### config.mk
export PLATFORM = sky130hd
export DESIGN_NAME = alu_flag_sequencer
export DESIGN_NICKNAME = d
export VERILOG_FILES = /design/src/rtl/alu_flag_sequencer.sv
export SDC_FILE = /design/constraint.sdc
export NUM_CORES = 1
export LEC_CHECK = 0
export CAP_MARGIN = 30
export CORE_ASPECT_RATIO = 1.75
export CORE_MARGIN = 4
export CORE_UTILIZATION = 55
export DETAILED_ROUTE_END_ITERATION = 8
export HOLD_SLACK_MARGIN = 0.1
export PLACE_DENSITY = 0.84
export SKIP_LAST_GASP = 1
export SYNTH_ARGS = -nofsm -noshare
export SYNTH_HDL_FRONTEND = slang
export SYNTH_SLANG_ARGS = --single-unit
### constraint.sdc
create_clock -name clk -period 3.4 [get_ports clk]
set_input_delay 1.02 -clock clk [delete_from_list [all_inputs] [get_ports clk]]
set_output_delay 1.02 -clock clk [all_outputs]
set_load 0.02 [all_outputs]
### src/rtl/alu_flag_sequencer.sv
// -----------------------------------------------------------------------------
// alu_flag_sequencer
//   Multi-cycle ALU stage that sits directly upstream of the CPU flags register.
//   An operation is accepted with start while idle. Arithmetic, logic and CMP
//   finish in one cycle. Shifts and rotates move one bit per cycle. An optional
//   shift-add multiply takes WIDTH cycles. The result and the {N,Z,V,C} flag
//   nibble are presented together with a one-cycle done pulse and write strobes.
//
//   Optional feature macro: ALU_MUL_EN
//     defined   : opcode D is an iterative unsigned multiply (low WIDTH bits,
//                 C = any high-half product bit set).
//     undefined : opcode D behaves like reserved F and no multiplier is built.
//
//   Ports
//     clk        system clock, rising edge
//     rst        asynchronous active-high reset
//     start      request, sampled only while idle
//     opcode     operation select, latched on accept
//     a, b       operands (b[SHW-1:0] is the shift amount), latched on accept
//     carry_in   current carry flag for ADC/SBC, latched on accept
//     busy       high from the cycle after accept through the done cycle
//     done       one-cycle completion pulse
//     result     registered result, held until the next write
//     result_we  with done: result is to be written back
//     flags_out  {N,Z,V,C}, held until the next write
//     flags_we   with done: flags register write strobe
// -----------------------------------------------------------------------------
module alu_flag_sequencer #(
    parameter int WIDTH = 16,
    parameter int SHW   = $clog2(WIDTH)
) (
    input  logic             clk,
    input  logic             rst,
    input  logic             start,
    input  logic [3:0]       opcode,
    input  logic [WIDTH-1:0] a,
    input  logic [WIDTH-1:0] b,
    input  logic             carry_in,
    output logic             busy,
    output logic             done,
    output logic [WIDTH-1:0] result,
    output logic             result_we,
    output logic [3:0]       flags_out,
    output logic             flags_we
);

    localparam int CNT_W = SHW + 1;
    localparam logic [CNT_W-1:0] CNT_ONE   = {{SHW{1'b0}}, 1'b1};
    localparam logic [CNT_W-1:0] MUL_COUNT = CNT_W'(WIDTH);

    localparam logic [3:0] OP_ADD = 4'h0, OP_ADC = 4'h1, OP_SUB = 4'h2, OP_SBC = 4'h3;
    localparam logic [3:0] OP_AND = 4'h4, OP_OR  = 4'h5, OP_XOR = 4'h6, OP_NOT = 4'h7;
    localparam logic [3:0] OP_SHL = 4'h8, OP_SHR = 4'h9, OP_ASR = 4'hA, OP_ROL = 4'hB;
    localparam logic [3:0] OP_ROR = 4'hC, OP_MUL = 4'hD, OP_CMP = 4'hE;

    typedef enum logic [1:0] {
        ST_IDLE  = 2'd0,
        ST_SHIFT = 2'd1,
        ST_MUL   = 2'd2,
        ST_DONE  = 2'd3
    } state_t;

    state_t             state_r, state_nxt_s;
    logic [3:0]         op_r, op_nxt_s;
    logic [WIDTH-1:0]   acc_r, acc_nxt_s;
    logic [CNT_W-1:0]   cnt_r, cnt_nxt_s;
    logic [WIDTH-1:0]   result_r, result_nxt_s;
    logic [3:0]         flags_r, flags_nxt_s;
    logic               busy_r, done_r, result_we_r, flags_we_r;
    logic               rwe_nxt_s, fwe_nxt_s;
    logic [WIDTH+3:0]   single_s;
    logic [WIDTH:0]     step_s;
`ifdef ALU_MUL_EN
    logic [2*WIDTH-1:0] prod_r, prod_nxt_s, prod_step_s;
    logic [WIDTH-1:0]   mcand_r, mcand_nxt_s;
`endif

    // Single-cycle ops: returns {N,Z,V,C, result}; arithmetic uses one extra bit for carry/borrow.
    function automatic logic [WIDTH+3:0] alu_single(input logic [3:0] op, input logic [WIDTH-1:0] x,
                                                    input logic [WIDTH-1:0] y, input logic cin);
        logic [WIDTH:0]   ext_s;
        logic [WIDTH-1:0] r_s;
        logic             c_s, v_s;
        ext_s = {(WIDTH+1){1'b0}};
        r_s   = x;
        c_s   = 1'b0;
        v_s   = 1'b0;
        case (op)
            OP_ADD, OP_ADC: begin
                ext_s = {1'b0, x} + {1'b0, y} + {{WIDTH{1'b0}}, cin & (op == OP_ADC)};
                r_s   = ext_s[WIDTH-1:0];
                c_s   = ext_s[WIDTH];
                v_s   = (x[WIDTH-1] == y[WIDTH-1]) && (r_s[WIDTH-1] != x[WIDTH-1]);
            end
            OP_SUB, OP_SBC, OP_CMP: begin
                // Bit WIDTH of the extended difference is the borrow (a < b + borrow_in).
                ext_s = {1'b0, x} - {1'b0, y} - {{WIDTH{1'b0}}, cin & (op == OP_SBC)};
                r_s   = ext_s[WIDTH-1:0];
                c_s   = ext_s[WIDTH];
                v_s   = (x[WIDTH-1] != y[WIDTH-1]) && (r_s[WIDTH-1] != x[WIDTH-1]);
            end
            OP_AND:  r_s = x & y;
            OP_OR:   r_s = x | y;
            OP_XOR:  r_s = x ^ y;
            OP_NOT:  r_s = ~x;
            default: r_s = x;
        endcase
        return {r_s[WIDTH-1], (r_s == {WIDTH{1'b0}}), v_s, c_s, r_s};
    endfunction

    // One-bit shift/rotate step: returns {bit shifted out, new value}.
    function automatic logic [WIDTH:0] shift_step(input logic [3:0] op, input logic [WIDTH-1:0] x);
        case (op)
            OP_SHL:  return {x[WIDTH-1], x[WIDTH-2:0], 1'b0};
            OP_SHR:  return {x[0], 1'b0, x[WIDTH-1:1]};
            OP_ASR:  return {x[0], x[WIDTH-1], x[WIDTH-1:1]};
            OP_ROL:  return {x[WIDTH-1], x[WIDTH-2:0], x[WIDTH-1]};
            OP_ROR:  return {x[0], x[0], x[WIDTH-1:1]};
            default: return {1'b0, x};
        endcase
    endfunction

    function automatic logic is_shift(input logic [3:0] op);
        return (op >= OP_SHL) && (op <= OP_ROR);
    endfunction

    function automatic logic is_single(input logic [3:0] op);
        return (op <= OP_NOT) || (op == OP_CMP);
    endfunction

`ifdef ALU_MUL_EN
    // Shift-add step: low half holds the remaining multiplier bits, high half the partial sum.
    function automatic logic [2*WIDTH-1:0] mul_step(input logic [2*WIDTH-1:0] p, input logic [WIDTH-1:0] m);
        logic [WIDTH:0] sum_s;
        sum_s = {1'b0, p[2*WIDTH-1:WIDTH]} + (p[0] ? {1'b0, m} : {(WIDTH+1){1'b0}});
        return {sum_s, p[WIDTH-1:1]};
    endfunction
`endif

    assign busy      = busy_r;
    assign done      = done_r;
    assign result    = result_r;
    assign result_we = result_we_r;
    assign flags_out = flags_r;
    assign flags_we  = flags_we_r;

    // FSM state register.
    always_ff @(posedge clk or posedge rst) begin
        if (rst) begin
            state_r <= ST_IDLE;
        end else begin
            state_r <= state_nxt_s;
        end
    end

    // FSM next-state logic.
    always_comb begin
        state_nxt_s = state_r;
        case (state_r)
            ST_IDLE: begin
                if (!start) begin
                    state_nxt_s = ST_IDLE;
                end else if (is_shift(opcode)) begin
                    if (b[SHW-1:0] == {SHW{1'b0}}) begin
                        state_nxt_s = ST_DONE;
                    end else begin
                        state_nxt_s = ST_SHIFT;
                    end
`ifdef ALU_MUL_EN
                end else if (opcode == OP_MUL) begin
                    state_nxt_s = ST_MUL;
`endif
                end else begin
                    state_nxt_s = ST_DONE;
                end
            end
            ST_SHIFT: begin
                if (cnt_r == CNT_ONE) begin
                    state_nxt_s = ST_DONE;
                end else begin
                    state_nxt_s = ST_SHIFT;
                end
            end
`ifdef ALU_MUL_EN
            ST_MUL: begin
                if (cnt_r == CNT_ONE) begin
                    state_nxt_s = ST_DONE;
                end else begin
                    state_nxt_s = ST_MUL;
                end
            end
`endif
            ST_DONE: state_nxt_s = ST_IDLE;
            default: state_nxt_s = ST_IDLE;
        endcase
    end

    // Output and datapath next values; results/flags/strobes change only when entering DONE.
    always_comb begin
        op_nxt_s     = op_r;
        acc_nxt_s    = acc_r;
        cnt_nxt_s    = cnt_r;
        result_nxt_s = result_r;
        flags_nxt_s  = flags_r;
        rwe_nxt_s    = 1'b0;
        fwe_nxt_s    = 1'b0;
        single_s     = alu_single(opcode, a, b, carry_in);
        step_s       = shift_step(op_r, acc_r);
`ifdef ALU_MUL_EN
        prod_nxt_s   = prod_r;
        mcand_nxt_s  = mcand_r;
        prod_step_s  = mul_step(prod_r, mcand_r);
`endif
        case (state_r)
            ST_IDLE: begin
                if (start) begin
                    op_nxt_s  = opcode;
                    acc_nxt_s = a;
                    cnt_nxt_s = {1'b0, b[SHW-1:0]};
                    if (is_single(opcode)) begin
                        flags_nxt_s = single_s[WIDTH+3:WIDTH];
                        fwe_nxt_s   = 1'b1;
                        if (opcode != OP_CMP) begin
                            result_nxt_s = single_s[WIDTH-1:0];
                            rwe_nxt_s    = 1'b1;
                        end else begin
                            result_nxt_s = result_r;
                        end
                    end else if (is_shift(opcode)) begin
                        // A zero amount completes at once with the operand unchanged and C=0.
                        if (b[SHW-1:0] == {SHW{1'b0}}) begin
                            result_nxt_s = a;
                            flags_nxt_s  = {a[WIDTH-1], (a == {WIDTH{1'b0}}), 2'b00};
                            rwe_nxt_s    = 1'b1;
                            fwe_nxt_s    = 1'b1;
                        end else begin
                            result_nxt_s = result_r;
                        end
`ifdef ALU_MUL_EN
                    end else if (opcode == OP_MUL) begin
                        cnt_nxt_s   = MUL_COUNT;
                        prod_nxt_s  = {{WIDTH{1'b0}}, b};
                        mcand_nxt_s = a;
`endif
                    end else begin
                        // Reserved opcodes complete without touching result or flags.
                        result_nxt_s = result_r;
                    end
                end else begin
                    op_nxt_s = op_r;
                end
            end
            ST_SHIFT: begin
                acc_nxt_s = step_s[WIDTH-1:0];
                cnt_nxt_s = cnt_r - CNT_ONE;
                if (cnt_r == CNT_ONE) begin
                    result_nxt_s = step_s[WIDTH-1:0];
                    flags_nxt_s  = {step_s[WIDTH-1], (step_s[WIDTH-1:0] == {WIDTH{1'b0}}), 1'b0, step_s[WIDTH]};
                    rwe_nxt_s    = 1'b1;
                    fwe_nxt_s    = 1'b1;
                end else begin
                    result_nxt_s = result_r;
                end
            end
`ifdef ALU_MUL_EN
            ST_MUL: begin
                prod_nxt_s = prod_step_s;
                cnt_nxt_s  = cnt_r - CNT_ONE;
                if (cnt_r == CNT_ONE) begin
                    result_nxt_s = prod_step_s[WIDTH-1:0];
                    flags_nxt_s  = {prod_step_s[WIDTH-1], (prod_step_s[WIDTH-1:0] == {WIDTH{1'b0}}),
                                    1'b0, (|prod_step_s[2*WIDTH-1:WIDTH])};
                    rwe_nxt_s    = 1'b1;
                    fwe_nxt_s    = 1'b1;
                end else begin
                    result_nxt_s = result_r;
                end
            end
`endif
            ST_DONE: result_nxt_s = result_r;
            default: result_nxt_s = result_r;
        endcase
    end

    // Output and datapath registers; busy/done decode the upcoming state so they are flop outputs.
    always_ff @(posedge clk or posedge rst) begin
        if (rst) begin
            op_r        <= 4'h0;
            acc_r       <= {WIDTH{1'b0}};
            cnt_r       <= {CNT_W{1'b0}};
            result_r    <= {WIDTH{1'b0}};
            flags_r     <= 4'h0;
            busy_r      <= 1'b0;
            done_r      <= 1'b0;
            result_we_r <= 1'b0;
            flags_we_r  <= 1'b0;
`ifdef ALU_MUL_EN
            prod_r      <= {(2*WIDTH){1'b0}};
            mcand_r     <= {WIDTH{1'b0}};
`endif
        end else begin
            op_r        <= op_nxt_s;
            acc_r       <= acc_nxt_s;
            cnt_r       <= cnt_nxt_s;
            result_r    <= result_nxt_s;
            flags_r     <= flags_nxt_s;
            busy_r      <= (state_nxt_s != ST_IDLE);
            done_r      <= (state_nxt_s == ST_DONE);
            result_we_r <= rwe_nxt_s;
            flags_we_r  <= fwe_nxt_s;
`ifdef ALU_MUL_EN
            prod_r      <= prod_nxt_s;
            mcand_r     <= mcand_nxt_s;
`endif
        end
    end

endmodule

==> results.py, run 1 <==
metrics = {
    "sta": {
        "layout_setup_ws_ps": -1340,
        "setup_viol": 19,
        "drv_slew": 0,
        "period_needed_ps": 4740,
        "finalSetupTns_ps": -16520,
        "final-hold-violation-count": 0,
        "fin_worst_skew_ps": 4.01,
        "slew_headroom_pct": 40.0,
        "fmax_mhz": 211,
        "tightest_slew_ps": 888,
        "fin_crit_sh_pct": 139,
        "rsz0062_at_grt": "true",
    },
    "cts": {
        "clock-sinks": 51,
        "cts_tree": "built",
        "cts_buffers": 5,
        "cts_root_buf": "clkbuf_16",
        "clock_latency_ps": 290,
        "cts_buffer_depth": 2,
        "htree_levels": 2,
        "cts.clk_slew.worst_paths_ps": 70,
    },
    "grt": {
        "grt_pass1_wl_um": 42000,
        "globalRouteTotalUtil_pct": 41.6,
        "grt.overflow.total": 0,
        "antenna_found_initial": 1,
        "grt_max_degree": 39,
        "grt_pass1_vias": 8051,
    },
    "worst_setup_path": {
        "endpoint_kind": "register",
        "rr_worst_depth": 9,
        "cp-endpoint": "flags_out[2]",
        "cp-startpoint": "opcode[2]",
        "cp.required_ps": 3600,
        "critical_path_class": "input pin to register",
        "rrSetupSlack_ps": 240,
        "worst_setup_path_start_kind": "input pin",
        "r2r_start": "op_r[0]",
        "critical_path_arrival_ps": 4950,
        "r2r-end": "flags_out[2]",
        "critPathMaxFanout": 2,
    },
    "run_status": {
        "status": "finished with violations",
        "violations": "setup timing",
    },
    "synthesis": {
        "synth_area_um2": 6040,
        "synth_edf_count": 0,
        "ys_warn_count": 0,
        "async_reset_ff_share_pct": 100,
        "synth_top_area_share_pct": 21.1,
        "yosysTopAreaCell": "dfrtp_1",
        "syn-instance-count": 786,
        "synth_ff_type": "dfrtp_1",
        "synth_cell_types": 74,
        "ys_seq_elements": 51,
        "syn_nets": 894,
        "synth_area_per_cell_um2": 7.69,
        "ys_top_cells_by_area": "dfrtp_1 21%, ha_1 13%, a21oi_1 6.2%",
        "yosysSeqAreaShare_pct": 21.1,
    },
    "power": {
        "leakage_nw": 4.08,
        "finalPower_mw": 5.34,
        "vdd_ir_drop_max_uv": 825,
        "power.density_nw_per_um2": 592,
    },
    "detailed_routing": {
        "drt-pass1-iter-count": 7,
        "post_drt_wl_per_cell_um": 23.8,
        "drtIter0Drc": 767,
        "post-route-drc-count": 0,
        "wl_um": 27400,
        "antenna_left": 0,
        "dr_total_vias": 7925,
        "viasPerCell": 6.90,
    },
    "placed_design": {
        "portBuffers": 63,
        "gp_congestion": 1.03,
        "dp_hpwl_um": 19500,
    },
    "floorplan": {
        "core_region_area_um2": 10700,
        "dieArea_um2": 12800,
        "pin_count": 64,
        "die_w_um": 87.2,
        "start_util_pct": 56.5,
        "rows": 50,
        "die_y_um": 147,
    },
    "job": {
        "timing.max_cap.violations": 0,
    },
    "finish": {
        "drive_gt1_share_pct": 30.9,
        "n_fill_cell": 641,
        "mostFrequentLayoutCell": "buf_4",
        "mostFrequentLayoutCells": "194 x buf_4, 72 x nand2_1, 66 x inv_1",
        "fin_nets": 1124,
        "area_delta_synth_final_pct": 49.4,
    },
    "hold_path": {
        "worstHoldPathType": "register to register",
    },
}
[registers in the layout, indices dropped and copies added, names as in the netlist]
signal and flops:
acc_r 16, busy 1, cnt_r 5, done 1, flags_out 4, flags_we 1
op_r 4, result 16, result_we 1, state_r 2
[synth_stat cells (9+ instances only)]
cell and number:
o21ai_0 63, nand2b_1 9, nor2b_1 12, nand3_1 12, o21a_1 10, mux2i_1 10, a211oi_1 9, xnor2_1 12
ha_1 64, dfrtp_1 51, clkbuf_1 32, a32o_1 10, a21oi_1 75, a221o_1 12, nand4_1 9, nor3_1 14
inv_1 70, a22oi_1 21, o211ai_1 10, nand2_1 74, nor2_1 44
[report_power, final]
group | switching (mW) | internal, mW
Clock | 0.230 | 0.294
Sequential | 0.377 | 0.894
Combinational | 2.00 | 1.54
Total | 2.61 | 2.73
[cell type report]
| class | instances | area [um^2] | area share [%] |
|---|---|---|---|
| multi-input combinational | 618 | 4930 | 54.6 |
| timing repair buffer | 270 | 2240 | 24.8 |
| sequential | 51 | 1280 | 14.1 |
| inverter | 70 | 263 | 2.91 |
| tap | 130 | 163 | 1.80 |
| clock buffer | 6 | 139 | 1.54 |
| clock inverter | 2 | 16.3 | 0.180 |
| antenna | 1 | 2.50 | 0.0277 |
[routing by layer]
metal  GRT usage (%)  vias up  part of all wire (%)
li1                -     3368                     -
met1            43.7     3674                    31
met2            71.3      610                    48
met3            5.82      273                   8.4
met4            32.9        0                    12
met5               0        -                     0
[per-stage QoR]
stage          utilization, %  setup WS, ps  cell area (um^2)  std cells  hold WS [ps]
3_5_place_dp             75.6         -1930              8090       1118           483
6_report                 84.4         -1340              9030       1148           488
4_1_cts                  82.4         -1230              8820       1142           498
5_1_grt                  84.4         -1340              9030       1148           516
2_1_floorplan               -         -1140              6130        786           491
3_3_place_gp             75.6         -1880              8090       1118           470
[critical path, stage by stage]
cell,delay (ps)
buf_8,110
nor2_4,110
nand4_1,250
fa_1,630
inv_1,60
ha_2,170
or2_4,240
fa_2,370
o211ai_1,320
buf_4,190
nand2_4,50
a21oi_4,160
buf_6,140
xnor2_4,70
a221oi_2,310
a31oi_2,80
nor4_2,280
nand4b_1,140
o31ai_2,230
[cell families after synthesis]
kind of cell             share of synthesized area [%]
multiplexers                                      2.59
buffers and inverters                             7.76
AO/OA/AOI/OAI                                     34.1
flip-flops                                        21.1
XOR/XNOR                                          2.75
adder cells (fa/ha/maj)                           14.6
AND/OR/NAND/NOR                                   17.1
[worst min path at each step]
stage               startpoint    endpoint  slack [ps]  cells past startpoint
detailed placement   result[7]   result[7]         480                      2
finish               result[7]   result[7]         490                      2
floorplan             cnt_r[0]    cnt_r[0]         490                      1
CTS                  result[7]   result[7]         500                      2
global route         result[1]   result[1]         520                      1
global placement    result[15]  result[15]         470                      2
[timing repair]
| item | CTS | global route |
|---|---|---|
| cloned | 0 | 0 |
| setup buffers | 22 | 9 |
| endpoints found under the setup margin | 20 | 21 |
| pin swaps | 63 | 57 |
| hold buffers | 0 | 0 |
| gates resized for setup | 111 | 35 |
| hold endpoints to repair | 0 | 0 |
No activity file was read; power rests on OpenSTA's default activity.
==> inputs of run 2 (changes only) <==
Settings changed: CORE_UTILIZATION 55 to 35, PLACE_DENSITY 0.84 to 0.6.
==> run 2 against run 1 <==
The run still ends with setup timing left. Critical path depth stayed put. Power is 3.1% lower. Core utilization is 31 points lower.
==> results.py, run 2 (synthesis gave the netlist of run 1 again) <==
metrics = {
    "grt": {
        "grt_max_degree": 52,
        "grt_pass1_wl_um": 38600,
        "grt_pass1_vias": 7255,
        "antenna_found_initial": 0,
        "globalRouteTotalUtil_pct": 25.2,
        "grt.overflow.total": 0,
    },
    "placed_design": {
        "portBuffers": 63,
        "dp_cells": 1219,
        "placed_area_um2": 8240,
        "dp_worst_setup_slack_ps": -1970,
        "gp_congestion": 1.01,
        "dp_hpwl_um": 19800,
    },
    "worst_setup_path": {
        "cp_common_cell": "buf_4",
        "critical_path_arrival_ps": 4710,
        "worst_setup_path_start_kind": "input pin",
        "crit_buf_inv": 4,
        "critical_path_class": "input pin to register",
        "crit_path_top_delay_cell": "fa_1",
        "cp_top_family": "compound AO/OA/AOI/OAI gates",
        "path_cells": "buf_8 -> nor2_4 -> nand4_1 -> fa_1 -> inv_1 -> ha_2 -> or2_4 -> fa_2 -> o211ai_1 -> a21oi_2 -> buf_4 -> o31ai_4 -> mux2i_1 -> a21oi_1 -> o22ai_2 -> a2111oi_2 -> buf_4 -> nand4b_1 -> o31ai_2",
        "endpoint_kind": "register",
        "cpPeakStageDelay_ps": 610,
        "cp.required_ps": 3610,
        "critPathMaxFanout": 2,
    },
    "sta": {
        "layout_setup_ws_ps": -1100,
        "final-hold-violation-count": 0,
        "tightest_slew_ps": 703,
        "hold_slack_ps": 490,
        "fmax_mhz": 222,
        "fin_crit_sh_pct": 132,
        "slew_headroom_pct": 52.5,
        "period_needed_ps": 4500,
        "drv_slew": 0,
        "fin_worst_skew_ps": 3.13,
        "rsz0062_at_grt": "true",
        "setup_viol": 19,
        "finalSetupTns_ps": -12130,
    },
    "detailed_routing": {
        "met3_wirelength_um": 1130,
        "post_drt_wl_per_cell_um": 20.3,
        "post-route-drc-count": 0,
        "met1_length_um": 9090,
        "dr_total_vias": 7159,
        "top_layer_used": "met4",
        "viasPerCell": 5.77,
        "wl_um": 25200,
        "drt-pass1-iter-count": 6,
        "antenna_left": 0,
        "drtIter0Drc": 471,
        "met2WireLength_um": 13100,
    },
    "cts": {
        "clock_latency_ps": 300,
        "clock-sinks": 51,
        "cts_tree": "built",
        "cts_buffers": 5,
        "cts_buffer_depth": 2,
        "cts.clk_slew.worst_paths_ps": 70,
        "htree_levels": 2,
        "cts_root_buf": "clkbuf_16",
    },
    "floorplan": {
        "start_util_pct": 35.7,
        "die_w_um": 107,
        "rows": 63,
        "dieArea_um2": 19500,
        "pin_count": 64,
        "core_region_area_um2": 16900,
        "die_y_um": 182,
    },
    "finish": {
        "fin_nets": 1121,
        "regArea_um2": 1280,
        "mostFrequentLayoutCell": "buf_4",
        "n_antenna_cell": 0,
        "stdcell_area_um2": 9020,
        "area_delta_synth_final_pct": 49.3,
        "layoutNonFillerInstCount": 1241,
        "mostFrequentLayoutCells": "196 x buf_4, 74 x nand2_1, 65 x inv_1",
        "n_fill_cell": 1623,
        "multi_input_area_um2": 4860,
        "drive_gt1_share_pct": 30.2,
    },
    "power": {
        "power.density_nw_per_um2": 573,
        "intPower_mw": 2.72,
        "p_sw_mw": 2.45,
        "clkPwrFrac_pct": 10.1,
        "switching_share_pct": 47.4,
        "vdd_ir_drop_max_uv": 340,
        "leakage_nw": 4.04,
        "power_frac_seq_pct": 24.2,
        "power_frac_comb_pct": 65.7,
    },
    "run_status": {
        "violations": "setup timing",
        "status": "finished with violations",
    },
    "hold_path": {
        "worstHoldPathType": "register to register",
    },
    "job": {
        "timing.max_cap.violations": 0,
    },
}
-- run 2: power by group through the flow --
stage               combinational (mW)  clock, mW  sequential, mW
finish                            3.40      0.524            1.25
global route                      3.66      0.552            1.29
CTS                               3.29      0.533            1.25
detailed placement                3.08          0            1.26
global placement                  3.06          0            1.25
floorplan                         1.79          0            1.26
-- run 2: what timing repair did --
action | 4_1_cts | 5_1_grt
gates resized for setup | 114 | 26
hold buffers | 0 | 0
setup buffers | 15 | 12
pin swaps | 50 | 71
endpoints found under the hold margin | 0 | 0
endpoints found under the setup margin | 20 | 19
-- run 2: metrics by stage --
step | util [%] | total power, mW
6_report | 53.2 | 5.17
4_1_cts | 52.5 | 5.07
3_5_place_dp | 48.6 | 4.34
5_1_grt | 53.2 | 5.51
2_1_floorplan | - | 3.05
3_3_place_gp | 48.6 | 4.31
-- run 2: worst paths after layout --
kind | start | endpoint | slack, ps | cells after the start
setup / recovery | opcode[3] | flags_out[2] | -1100 | 19
hold / removal | result[9] | result[9] | 490 | 2
setup reg to reg | op_r[2] | flags_out[2] | 460 | 9
hold reg to reg | result[9] | result[9] | 490 | 2
max in group asynchronous | rst | result[2] | 1740 | 3
min in group asynchronous | rst | flags_we | 1210 | 3
-- run 2: layer usage --
layer,vias to the layer above,track usage [%]
met5,-,0
met4,0,16.6
met3,94,2.35
met2,280,46.4
met1,3418,26.5
li1,3367,-
-- run 2: worst reg2reg max path, stage by stage, from the launching register on --
cell      delay (ps)
dfrtp_1          520
a21bo_1          380
a32o_1           250
a221o_1          320
nor4_1           340
nand4b_1         160
o41ai_2          410
o21ai_1           90
nand4b_1         200
o31ai_2          190
-- run 2: final cells by class --
type / count / share of cell area (%)
multi-input combinational: 618 / 53.9
sequential: 51 / 14.1
clock buffer: 7 / 1.58
clock inverter: 1 / 0.0971
tap: 227 / 3.15
timing repair buffer: 267 / 24.2
inverter: 70 / 2.91
